## src/rtl/muldiv_unit_pkg.sv

```systemverilog
// Shared definitions for the iterative RV64M multiply/divide unit.
// Holds the M-extension operation encoding and small decode helpers used by
// the unit to derive operand signedness and result selection from the opcode.
package muldiv_unit_pkg;

  typedef enum logic [2:0] {
    MD_MUL    = 3'd0,
    MD_MULH   = 3'd1,
    MD_MULHSU = 3'd2,
    MD_MULHU  = 3'd3,
    MD_DIV    = 3'd4,
    MD_DIVU   = 3'd5,
    MD_REM    = 3'd6,
    MD_REMU   = 3'd7
  } muldiv_op_t;

  // Divide-class ops occupy the upper half of the encoding.
  function automatic logic op_is_div(input muldiv_op_t o);
    return o[2];
  endfunction

  function automatic logic op_is_rem(input muldiv_op_t o);
    return (o == MD_REM) || (o == MD_REMU);
  endfunction

  function automatic logic op_is_high(input muldiv_op_t o);
    return (o == MD_MULH) || (o == MD_MULHSU) || (o == MD_MULHU);
  endfunction

  // MUL only uses the low half, so its operand signedness is irrelevant;
  // treating it as signed keeps the decode uniform.
  function automatic logic op_a_signed(input muldiv_op_t o);
    return (o == MD_MUL) || (o == MD_MULH) || (o == MD_MULHSU) ||
           (o == MD_DIV) || (o == MD_REM);
  endfunction

  function automatic logic op_b_signed(input muldiv_op_t o);
    return (o == MD_MUL) || (o == MD_MULH) || (o == MD_DIV) || (o == MD_REM);
  endfunction

endpackage

```

## src/rtl/muldiv_unit.sv

```systemverilog
// Iterative RV64M multiply/divide: radix-2 shift-add multiply, restoring divide.
// Latency: XLEN+2 cycles (34 for word ops, 2 for divide-by-zero / overflow).
// Backpressure: stall holds upstream from accept through CALC; low in DONE/flush.
// Ports:
//   clk, reset (async active-low)   valid_in, op, word, a, b   flush
//   stall (comb)   done (one-cycle pulse)   result (held until next done)
module muldiv_unit
  import muldiv_unit_pkg::*;
#(
  parameter int XLEN = 64
) (
  input  logic            clk,
  input  logic            reset,
  input  logic            valid_in,
  input  muldiv_op_t      op,
  input  logic            word,
  input  logic [XLEN-1:0] a,
  input  logic [XLEN-1:0] b,
  input  logic            flush,
  output logic            stall,
  output logic            done,
  output logic [XLEN-1:0] result
);

  localparam int CW = $clog2(XLEN);

  typedef enum logic [1:0] {
    S_IDLE = 2'd0,
    S_CALC = 2'd1,
    S_DONE = 2'd2
  } state_t;

  state_t            state_q, state_d;
  muldiv_op_t        op_q, op_d;
  logic              word_q, word_d;
  logic [XLEN-1:0]   ma_q, ma_d;       // |a| (N significant bits)
  logic [XLEN-1:0]   mb_q, mb_d;       // |b| (N significant bits)
  logic              qneg_q, qneg_d;   // product / quotient negative
  logic              rneg_q, rneg_d;   // remainder negative (dividend sign)
  logic              spec_q, spec_d;   // acc already holds the final divide values
  logic [CW-1:0]     cnt_q, cnt_d;
  logic [2*XLEN-1:0] acc_q, acc_d;     // mul: product; div: {remainder, quotient}
  logic [XLEN-1:0]   result_q, result_d;

  // ---------------------------------------------------------------------------
  // Operand decode for the op presented in IDLE
  // ---------------------------------------------------------------------------
  logic            a_sgn_op, b_sgn_op;
  logic [XLEN-1:0] a_ext, b_ext;
  logic            a_neg, b_neg;
  logic [XLEN-1:0] a_mag, b_mag;
  logic [XLEN-1:0] most_neg;
  logic            div_zero, div_ovf, special;
  logic            accept;

  always_comb begin
    a_sgn_op = op_a_signed(op);
    b_sgn_op = op_b_signed(op);

    // Word ops: extend the low 32 bits according to signedness so the rest
    // of the datapath sees an ordinary XLEN-bit value.
    a_ext = a;
    b_ext = b;
    if (word) begin
      a_ext       = {XLEN{a_sgn_op & a[31]}};
      a_ext[31:0] = a[31:0];
      b_ext       = {XLEN{b_sgn_op & b[31]}};
      b_ext[31:0] = b[31:0];
    end

    a_neg = a_sgn_op & a_ext[XLEN-1];
    b_neg = b_sgn_op & b_ext[XLEN-1];
    a_mag = a_neg ? -a_ext : a_ext;
    b_mag = b_neg ? -b_ext : b_ext;

    // Most-negative N-bit value, as seen after extension.
    most_neg           = '0;
    most_neg[XLEN-1]   = 1'b1;
    if (word) begin
      most_neg       = '1;
      most_neg[30:0] = '0;
    end

    div_zero = (b_ext == '0);
    div_ovf  = op_b_signed(op) && (a_ext == most_neg) && (b_ext == '1);
    special  = op_is_div(op) && (div_zero || div_ovf);

    accept   = (state_q == S_IDLE) && valid_in && !flush;
  end

  // ---------------------------------------------------------------------------
  // FSM next state
  // ---------------------------------------------------------------------------
  always_comb begin
    state_d = state_q;
    unique case (state_q)
      S_IDLE: if (accept) state_d = special ? S_DONE : S_CALC;
      S_CALC: begin
        if (flush)              state_d = S_IDLE;
        else if (cnt_q == '0)   state_d = S_DONE;
      end
      S_DONE:  state_d = S_IDLE;
      default: state_d = S_IDLE;
    endcase
  end

  // ---------------------------------------------------------------------------
  // Iteration datapath
  // ---------------------------------------------------------------------------
  logic [XLEN:0] trial;
  logic [XLEN:0] diff;
  logic          qbit;

  always_comb begin
    op_d   = op_q;
    word_d = word_q;
    ma_d   = ma_q;
    mb_d   = mb_q;
    qneg_d = qneg_q;
    rneg_d = rneg_q;
    spec_d = spec_q;
    cnt_d  = cnt_q;
    acc_d  = acc_q;
    trial  = '0;
    diff   = '0;
    qbit   = 1'b0;

    if (accept) begin
      op_d   = op;
      word_d = word;
      ma_d   = a_mag;
      mb_d   = b_mag;
      qneg_d = a_neg ^ b_neg;
      rneg_d = a_neg;
      spec_d = special;
      cnt_d  = word ? CW'(31) : CW'(XLEN - 1);
      if (op_is_div(op) && div_zero)
        acc_d = {a_ext, {XLEN{1'b1}}};
      else if (op_is_div(op) && div_ovf)
        acc_d = {{XLEN{1'b0}}, a_ext};
      else
        acc_d = '0;
    end else if (state_q == S_CALC && !flush) begin
      cnt_d = cnt_q - CW'(1);
      if (op_is_div(op_q)) begin
        // Bring down the next dividend bit, MSB first.
        trial = {acc_q[2*XLEN-1:XLEN], ma_q[cnt_q]};
        diff  = trial - {1'b0, mb_q};
        qbit  = (trial >= {1'b0, mb_q});
        acc_d = {(qbit ? diff[XLEN-1:0] : trial[XLEN-1:0]),
                 acc_q[XLEN-2:0], qbit};
      end else begin
        // MSB-first shift-add so N can vary without moving the product.
        acc_d = (acc_q << 1) +
                (mb_q[cnt_q] ? {{XLEN{1'b0}}, ma_q} : {2*XLEN{1'b0}});
      end
    end
  end

  // ---------------------------------------------------------------------------
  // Final result selection (meaningful in DONE)
  // ---------------------------------------------------------------------------
  logic [2*XLEN-1:0] prod;
  logic [XLEN-1:0]   quo, rem, sel, fin;

  always_comb begin
    prod = qneg_q ? -acc_q : acc_q;
    quo  = acc_q[XLEN-1:0];
    rem  = acc_q[2*XLEN-1:XLEN];
    if (!spec_q) begin
      quo = qneg_q ? -quo : quo;
      rem = rneg_q ? -rem : rem;
    end

    sel = '0;
    if (op_is_div(op_q)) begin
      sel = op_is_rem(op_q) ? rem : quo;
    end else if (word_q) begin
      sel[31:0] = op_is_high(op_q) ? prod[63:32] : prod[31:0];
    end else begin
      sel = op_is_high(op_q) ? prod[2*XLEN-1:XLEN] : prod[XLEN-1:0];
    end

    fin = sel;
    if (word_q) begin
      fin       = {XLEN{sel[31]}};
      fin[31:0] = sel[31:0];
    end
  end

  // ---------------------------------------------------------------------------
  // Outputs: a flush in DONE suppresses both the pulse and the result update.
  // ---------------------------------------------------------------------------
  always_comb begin
    stall    = accept || ((state_q == S_CALC) && !flush);
    done     = (state_q == S_DONE) && !flush;
    result   = done ? fin : result_q;
    result_d = result;
  end

  always_ff @(posedge clk or negedge reset) begin
    if (!reset) begin
      state_q  <= S_IDLE;
      op_q     <= MD_MUL;
      word_q   <= 1'b0;
      ma_q     <= '0;
      mb_q     <= '0;
      qneg_q   <= 1'b0;
      rneg_q   <= 1'b0;
      spec_q   <= 1'b0;
      cnt_q    <= '0;
      acc_q    <= '0;
      result_q <= '0;
    end else begin
      state_q  <= state_d;
      op_q     <= op_d;
      word_q   <= word_d;
      ma_q     <= ma_d;
      mb_q     <= mb_d;
      qneg_q   <= qneg_d;
      rneg_q   <= rneg_d;
      spec_q   <= spec_d;
      cnt_q    <= cnt_d;
      acc_q    <= acc_d;
      result_q <= result_d;
    end
  end

endmodule

```

## config.mk

```make
export PLATFORM = sky130hd
export DESIGN_NAME = muldiv_unit
export DESIGN_NICKNAME = d
export VERILOG_FILES = /design/src/rtl/muldiv_unit_pkg.sv /design/src/rtl/muldiv_unit.sv
export SDC_FILE = /design/constraint.sdc
export NUM_CORES = 2
export LEC_CHECK = 0
export CAP_MARGIN = 20
export CORE_ASPECT_RATIO = 0.7
export CORE_MARGIN = 1
export CORE_UTILIZATION = 40
export CTS_CLUSTER_DIAMETER = 80
export DETAILED_ROUTE_END_ITERATION = 12
export DONT_BUFFER_PORTS = 1
export PLACE_DENSITY = 0.51
export SYNTH_ARGS = -nofsm -noshare
export SYNTH_HDL_FRONTEND = slang
export SYNTH_SLANG_ARGS = --single-unit
export TNS_END_PERCENT = 20
```

## constraint.sdc

```tcl
create_clock -name clk -period 8.7 [get_ports clk]
set_input_delay 0.87 -clock clk [delete_from_list [all_inputs] [get_ports clk]]
set_output_delay 0.87 -clock clk [all_outputs]
set_load 0.03 [all_outputs]
```

* Word level (Yosys, flattened, before mapping)
Index checks and enable logic that the tools add are counted.
** Word-level totals
- Bits of input ports :: 136
- Output and inout port bits :: 66
- Bits in registers :: 335
- Logic and storage cells :: 105
** Cells by class
- Bitwise logic cells :: 5
- Magnitude comparators :: 2
- Reduce and logical (&&, ||, !) cells :: 27
- Eq/ne operators :: 15
- Mux-type cells :: 37
- $add $sub $neg :: 8
** Operators with widths (number)
- 64-bit two-way mux :: 16
- 128-bit two-way mux :: 5
- 64-bit negation :: 4
- 128-bit by 64-bit adder with 128-bit output :: 1
- 128-bit negation :: 1
- 32-bit two-way mux :: 3
- 65-bit by 64-bit >= comparator with 1-bit output :: 1
- 64-bit equality test :: 1
- 64-bit equality test (second input constant) :: 1
- 64-bit zero test :: 1
- 64-bit subtractor :: 1
- 63-bit two-way mux :: 1
- 6-bit two-way mux :: 3
- 1-bit binary-select mux with 6-bit select :: 2
- 3-bit equality test (second input constant) :: 4
- 1-bit logical OR :: 11
- 3-bit by 2-bit equality test with 1-bit output (second input constant) :: 3
- 1-bit logical AND :: 9
- 2-bit two-way mux :: 4
- 6-bit by 7-bit less-than comparator with 1-bit output (second input constant) :: 1
- 3-bit by 1-bit equality test with 1-bit output (second input constant) :: 2
- 6-bit zero test :: 1
- 6-bit by 1-bit subtractor with 6-bit output (second input constant) :: 1
- 1-bit AND :: 4
- 12 further kinds :: 13

* Logic depth before layout (Yosys ltp)
- Depth in word-level cells :: 15
- Depth in mapped cells :: 24
- Depth with buffers taken out :: 20

* Worst setup path before layout
Ideal clock, no wire load.
- Path type :: flip-flop to flip-flop
- From :: reg cnt_q[0]
- To :: reg acc_q[114]
- Clock period less this slack :: 6187 ps
- Arrival :: 6069 ps
- Stages on the path, launching flop included :: 22
- Buffers on the path :: 5
- Slack :: 2513 ps
- Setup time :: 118 ps
- Data required time :: 8582 ps
- Path through :: dfrtp_1 -> buf_1 -> mux4_2 -> mux4_2 -> mux4_2 -> clkbuf_1 -> and2_1 -> ha_1 -> clkbuf_1 -> nand2_1 -> nor3_1 -> nand2_1 -> a2111oi_0 -> nor3_1 -> o31a_1 -> buf_2 -> or4b_2 -> clkbuf_1 -> nor2_1 -> xnor2_1 -> o21ai_0 -> a21o_1
** On the way
- Word-level cells in the longest chain between the ends :: 7
- Elaborated cells on any way between the ends :: 12
- Those cells by class :: 2 x add/sub; 1 x order compare; 9 x mux
** RTL lines
- from (decl) :: line muldiv_unit.sv:41 : logic [CW-1:0] cnt_q, cnt_d;
- from (signal assigned) :: line muldiv_unit.sv:223 : cnt_q <= cnt_d;
- 1-bit binary-select mux with 6-bit select (on tied branches) :: line muldiv_unit.sv:155, muldiv_unit.sv:147
- 1-bit two-way mux (on tied branches) :: line muldiv_unit.sv:155, muldiv_unit.sv:147
- 64-bit two-way mux (tied with other cells) :: line muldiv_unit.sv:155 : (mb_q[cnt_q] ? {{XLEN{1'b0}}, ma_q} : {2*XLEN{1'b0}});
- 128-bit by 64-bit adder with 128-bit output / 64-bit two-way mux (equally long branches) :: line muldiv_unit.sv:154, muldiv_unit.sv:150
- 128-bit two-way mux * :: line muldiv_unit.sv:145 : if (op_is_div(op_q)) begin
- 128-bit two-way mux * :: line muldiv_unit.sv:143 : end else if (state_q == S_CALC && !flush) begin
- 128-bit two-way mux * :: line muldiv_unit.sv:128 : if (accept) begin
- to (signal assigned) :: line muldiv_unit.sv:212 : acc_q <= '0;
- to (signal assigned) :: line muldiv_unit.sv:224 : acc_q <= acc_d;
- to (decl) :: line muldiv_unit.sv:42 : logic [2*XLEN-1:0] acc_q, acc_d;
Mark *: on every way between the ends. The rest lies on a longest branch, timed or not. The select of a mux whose other input is x is not followed.
A chain may end at the register's enable or synchronous reset.

* Worst setup path after layout
- From :: reg cnt_q[0]
- To :: reg acc_q[126]
The elaborated chain is that of the path after synthesis.

==> parameters.txt <==
Parameter                              Value

Outcome
  Run status    finished clean

Detailed routing
  Total vias in the final route    40.1k
  Detailed router's first-iteration violation count    6206
  Routed WL per cell    31.7 um
  Detail-routed via count per cell    6.72
  Drt pass-1 iters    8
  DRC violation count after routing    0
  Post-detailed-route count of antenna-violating nets    0
  Final wirelength    189000 um

Timing
  Setup Total Neg Slack    0 ns
  Max Freq    0.136 GHz
  Final cycle utilization of the critical path    84.4%
  RSZ-0062 raised after global routing    no
  Slew at the pin closest to its max-slew limit    1.29 ns
  Final setup margin    1.35 ns
  Final setup skew    0.0417 ns
  Number of pins with negative max-slew slack in the final report    0
  Relative slew slack    13.4%
  Count of endpoints failing hold in the final timing report    0
  Final setup violation count    0
  Crit path time final    7.35 ns

Synth
  Number of flops mapped to enable cells by yosys    0
  Number of instances in the synthesized netlist    4983
  Sequential element share of the synthesized area    23.3%
  Post-synth design cell area    36000 um2
  Unique cell type count in the Yosys netlist    95
  Proportion of synthesized flip-flops having asynchronous set or reset    100%
  Post-Syn Area per Cell    7.22 um2
  Largest area contributor in the synthesized netlist    sky130_fd_sc_hd__dfrtp_1
  Top-area cell type share of the netlist area    23.3%
  Flip-flop cell with the highest count after synthesis    sky130_fd_sc_hd__dfrtp_1
  Leading post-synthesis cells by cell area    sky130_fd_sc_hd__dfrtp_1 (23%), sky130_fd_sc_hd__o21ai_0 (7.8%), sky130_fd_sc_hd__nand2_1 (6.7%), sky130_fd_sc_hd__xnor2_1 (6.4%), sky130_fd_sc_hd__xor2_1 (5.7%)
  Total of warnings raised by yosys    0
  Number of storage elements in the synthesis netlist    335
  Syn nets    5256

Pwr
  Net switching power    6620 uW
  Total internal power    5700 uW
  Relative contribution of the clock network to total power    16.9%
  Part of the power in combinational logic    61.4%
  Fraction of power spent switching nets    53.7%
  Worst vdd rail ir drop    145 uV
  Power per cell area    319 nW/um2
  Leakage power summed over all cells    0.0155 uW
  Part of the total power dissipated in sequential elements    21.7%

Final layout
  Nets    5031
  Most common cell after layout, fill and taps aside    sky130_fd_sc_hd__nand2_1
  Sequential cell area    8390 um2
  Share of final-layout standard cells stronger than drive strength 1    6.89%
  Area added between synthesis and finish    7.36%
  Final Cell Area    38600 um2
  Number of filler cells placed in the layout    9232
  Leading cell types in the layout, fill and taps excluded    sky130_fd_sc_hd__nand2_1 (639), sky130_fd_sc_hd__o21ai_0 (560), sky130_fd_sc_hd__nor2_1 (443)
  Total area of multi-input combinational cells    25700 um2

Setup path
  Reg2reg end    acc_q[126]$_DFFE_PN0P_
  Crit Reg-Reg Startpoint    cnt_q[0]$_DFFE_PN0P_
  Largest fanout of any net on the critical path    62
  Startpoint type of the worst setup path    register
  Reg-to-reg setup timing slack    1.35 ns
  Slowest stage cell on the critical path    sky130_fd_sc_hd__or4b_2
  Cell breakdown of the critical path    buf_4 -> mux4_2 -> mux4_2 -> mux2_2 -> o21ai_0 -> ha_1 -> nor2b_1 -> o21bai_1 -> a21oi_1 -> a211oi_1 -> nor4bb_1 -> or4b_2 -> nand2_4 -> buf_4 -> mux2_2 -> a21oi_1 -> o21ai_0
  Worst Reg2Reg Path Length in Cells    17
  Crit path required time    9.20 ns
  Crit path max-delay family    compound AO/OA/AOI/OAI gates
  Slowest cell delay on critical path    0.82 ns
  Category of the critical setup timing path    reg2reg
  Arrival time of the worst setup path    7.84 ns
  Buffers plus inverters on the worst setup path    2
  Kind of end point of the critical path    register

Die
  Die Span X    360 um
  Top-level I/O count    202
  Area enclosed by the die boundary    91200 um2
  Effective utilization at floorplan    40.6%
  Cell Rows    91
  Area of the core region    88600 um2
  Die extent in y    253 um

Clocking
  Total clock buffers created by CTS    41
  Total clock sinks    335
  Clk slew on worst S/H paths    0.07 ns
  Buffer type at the clock tree root    sky130_fd_sc_hd__clkbuf_16
  Clock tree from TritonCTS    built
  Insertion delay to the later sink of the worst-skew pair    0.64 ns
  H-Tree Level Count    2
  Clock tree buffer depth    3
  # Post-CTS Setup Buffers    0

Placement
  Placement Cell Area    37000 um2
  Pre-CTS setup slack    1.65 ns
  Post-DP HPWL    148000 um
  Routability congestion estimate    1.07
  I/O Buffers    0

GRT
  GR Overflow Total    0
  Total track usage    40.2%
  Maximum number of pins on one net before global-route repair    213
  Number of global-route vias before repair    35.6k
  Antenna violations before repair    15
  Global-route wire length before repair    266000 um

Hold path
  Class of the tightest hold or removal check    in2async

Job
  Number of max-cap violations    0
==> timing repair <==
| action | in CTS | in global routing |
|---|---|---|
| hold buffers | 3 | 0 |
| resized for setup | 0 | 0 |
| hold endpoints to repair | 212 | 0 |
==> per-layer routing <==
layer,GRT usage [%],part of all wire (%),vias up
met5,0,0.067,-
met4,9.54,2.6,20
met3,18.4,17,328
met2,51.7,37,2622
met1,58.9,44,19500
li1,-,-,17600
==> Yosys cell counts, types with 52 or more instances <==
cell type                    n
sky130_fd_sc_hd__o21ai_0   564
sky130_fd_sc_hd__dfrtp_1   335
sky130_fd_sc_hd__o31ai_1    67
sky130_fd_sc_hd__inv_1     126
sky130_fd_sc_hd__nand3_1   116
sky130_fd_sc_hd__nand2_1   641
sky130_fd_sc_hd__xnor2_1   263
sky130_fd_sc_hd__and2_1     82
sky130_fd_sc_hd__a21o_1     70
sky130_fd_sc_hd__a21oi_1   408
sky130_fd_sc_hd__nor2_1    449
sky130_fd_sc_hd__ha_1      135
sky130_fd_sc_hd__nand4_1    77
sky130_fd_sc_hd__clkbuf_1  359
sky130_fd_sc_hd__nor3_1    136
sky130_fd_sc_hd__a211oi_1   79
sky130_fd_sc_hd__xor2_1    234
sky130_fd_sc_hd__nor4_1     52
==> flip-flops by register name, summed over array words and instances, names as in the netlist <==
| signal | count |
|---|---|
| result_q | 64 |
| state_q | 2 |
| rneg_q | 1 |
| mb_q | 64 |
| ma_q | 64 |
| cnt_q | 6 |
| word_q | 1 |
| spec_q | 1 |
| qneg_q | 1 |
| op_q | 3 |
| acc_q | 128 |
==> cell families after synthesis <==
logic type | Yosys count | synth area share (%)
AOI/OAI and AO/OA | 1607 | 27.3
xor gates and xnor gates | 497 | 12.1
adders and majority gates | 137 | 4.81
buffers and inverters | 530 | 5.60
DFF | 335 | 23.3
muxes | 68 | 3.20
and+or+nand+nor | 1809 | 23.7
==> power by group through the flow <==
| stage | logic (uW) | registers (uW) | clock network, uW |
|---|---|---|---|
| finish | 7570 | 2670 | 2080 |
| CTS | 7250 | 2630 | 2090 |
| global route | 8020 | 2680 | 2150 |
| global placement | 7220 | 2660 | 0 |
| floorplan | 5090 | 2130 | 0 |
| detailed placement | 7180 | 2650 | 0 |
==> stage by stage <==
| stage | utilization, % | hold WS (ns) | instances | total power (uW) |
|---|---|---|---|---|
| 2_1_floorplan | - | 0.458 | 4983 | 7220 |
| 3_3_place_gp | 41.7 | 0.491 | 5873 | 9880 |
| 3_5_place_dp | 41.7 | 0.499 | 5873 | 9820 |
| 4_1_cts | 43.6 | 0.140 | 5952 | 12000 |
| 5_1_grt | 43.6 | 0.153 | 5954 | 12800 |
| 6_report | 43.6 | 0.104 | 5957 | 12300 |
==> how the worst max path moves through the flow <==
stage / depth (start not counted) / start / slack (ns) / endpoint
6_report: 17 / cnt_q[0]$_DFFE_PN0P_ / 1.35 / acc_q[126]$_DFFE_PN0P_
3_5_place_dp: 18 / cnt_q[0]$_DFFE_PN0P_ / 1.65 / acc_q[122]$_DFFE_PN0P_
4_1_cts: 17 / cnt_q[0]$_DFFE_PN0P_ / 1.61 / acc_q[126]$_DFFE_PN0P_
3_3_place_gp: 17 / cnt_q[0]$_DFFE_PN0P_ / 1.69 / acc_q[126]$_DFFE_PN0P_
5_1_grt: 18 / cnt_q[0]$_DFFE_PN0P_ / 1.13 / acc_q[122]$_DFFE_PN0P_
2_1_floorplan: 21 / cnt_q[0]$_DFFE_PN0P_ / 2.51 / acc_q[114]$_DFFE_PN0P_
==> area by class of cell <==
type                       count  share of cell area (%)
multi-input combinational   4118                    66.4
sequential                   335                    21.7
tap                         1162                    3.76
clock buffer                  51                    2.96
timing repair buffer         134                    2.77
inverter                     128                    1.24
clock inverter                25                    1.11
antenna                        4                  0.0259
No activity file was read; power rests on OpenSTA's default activity.
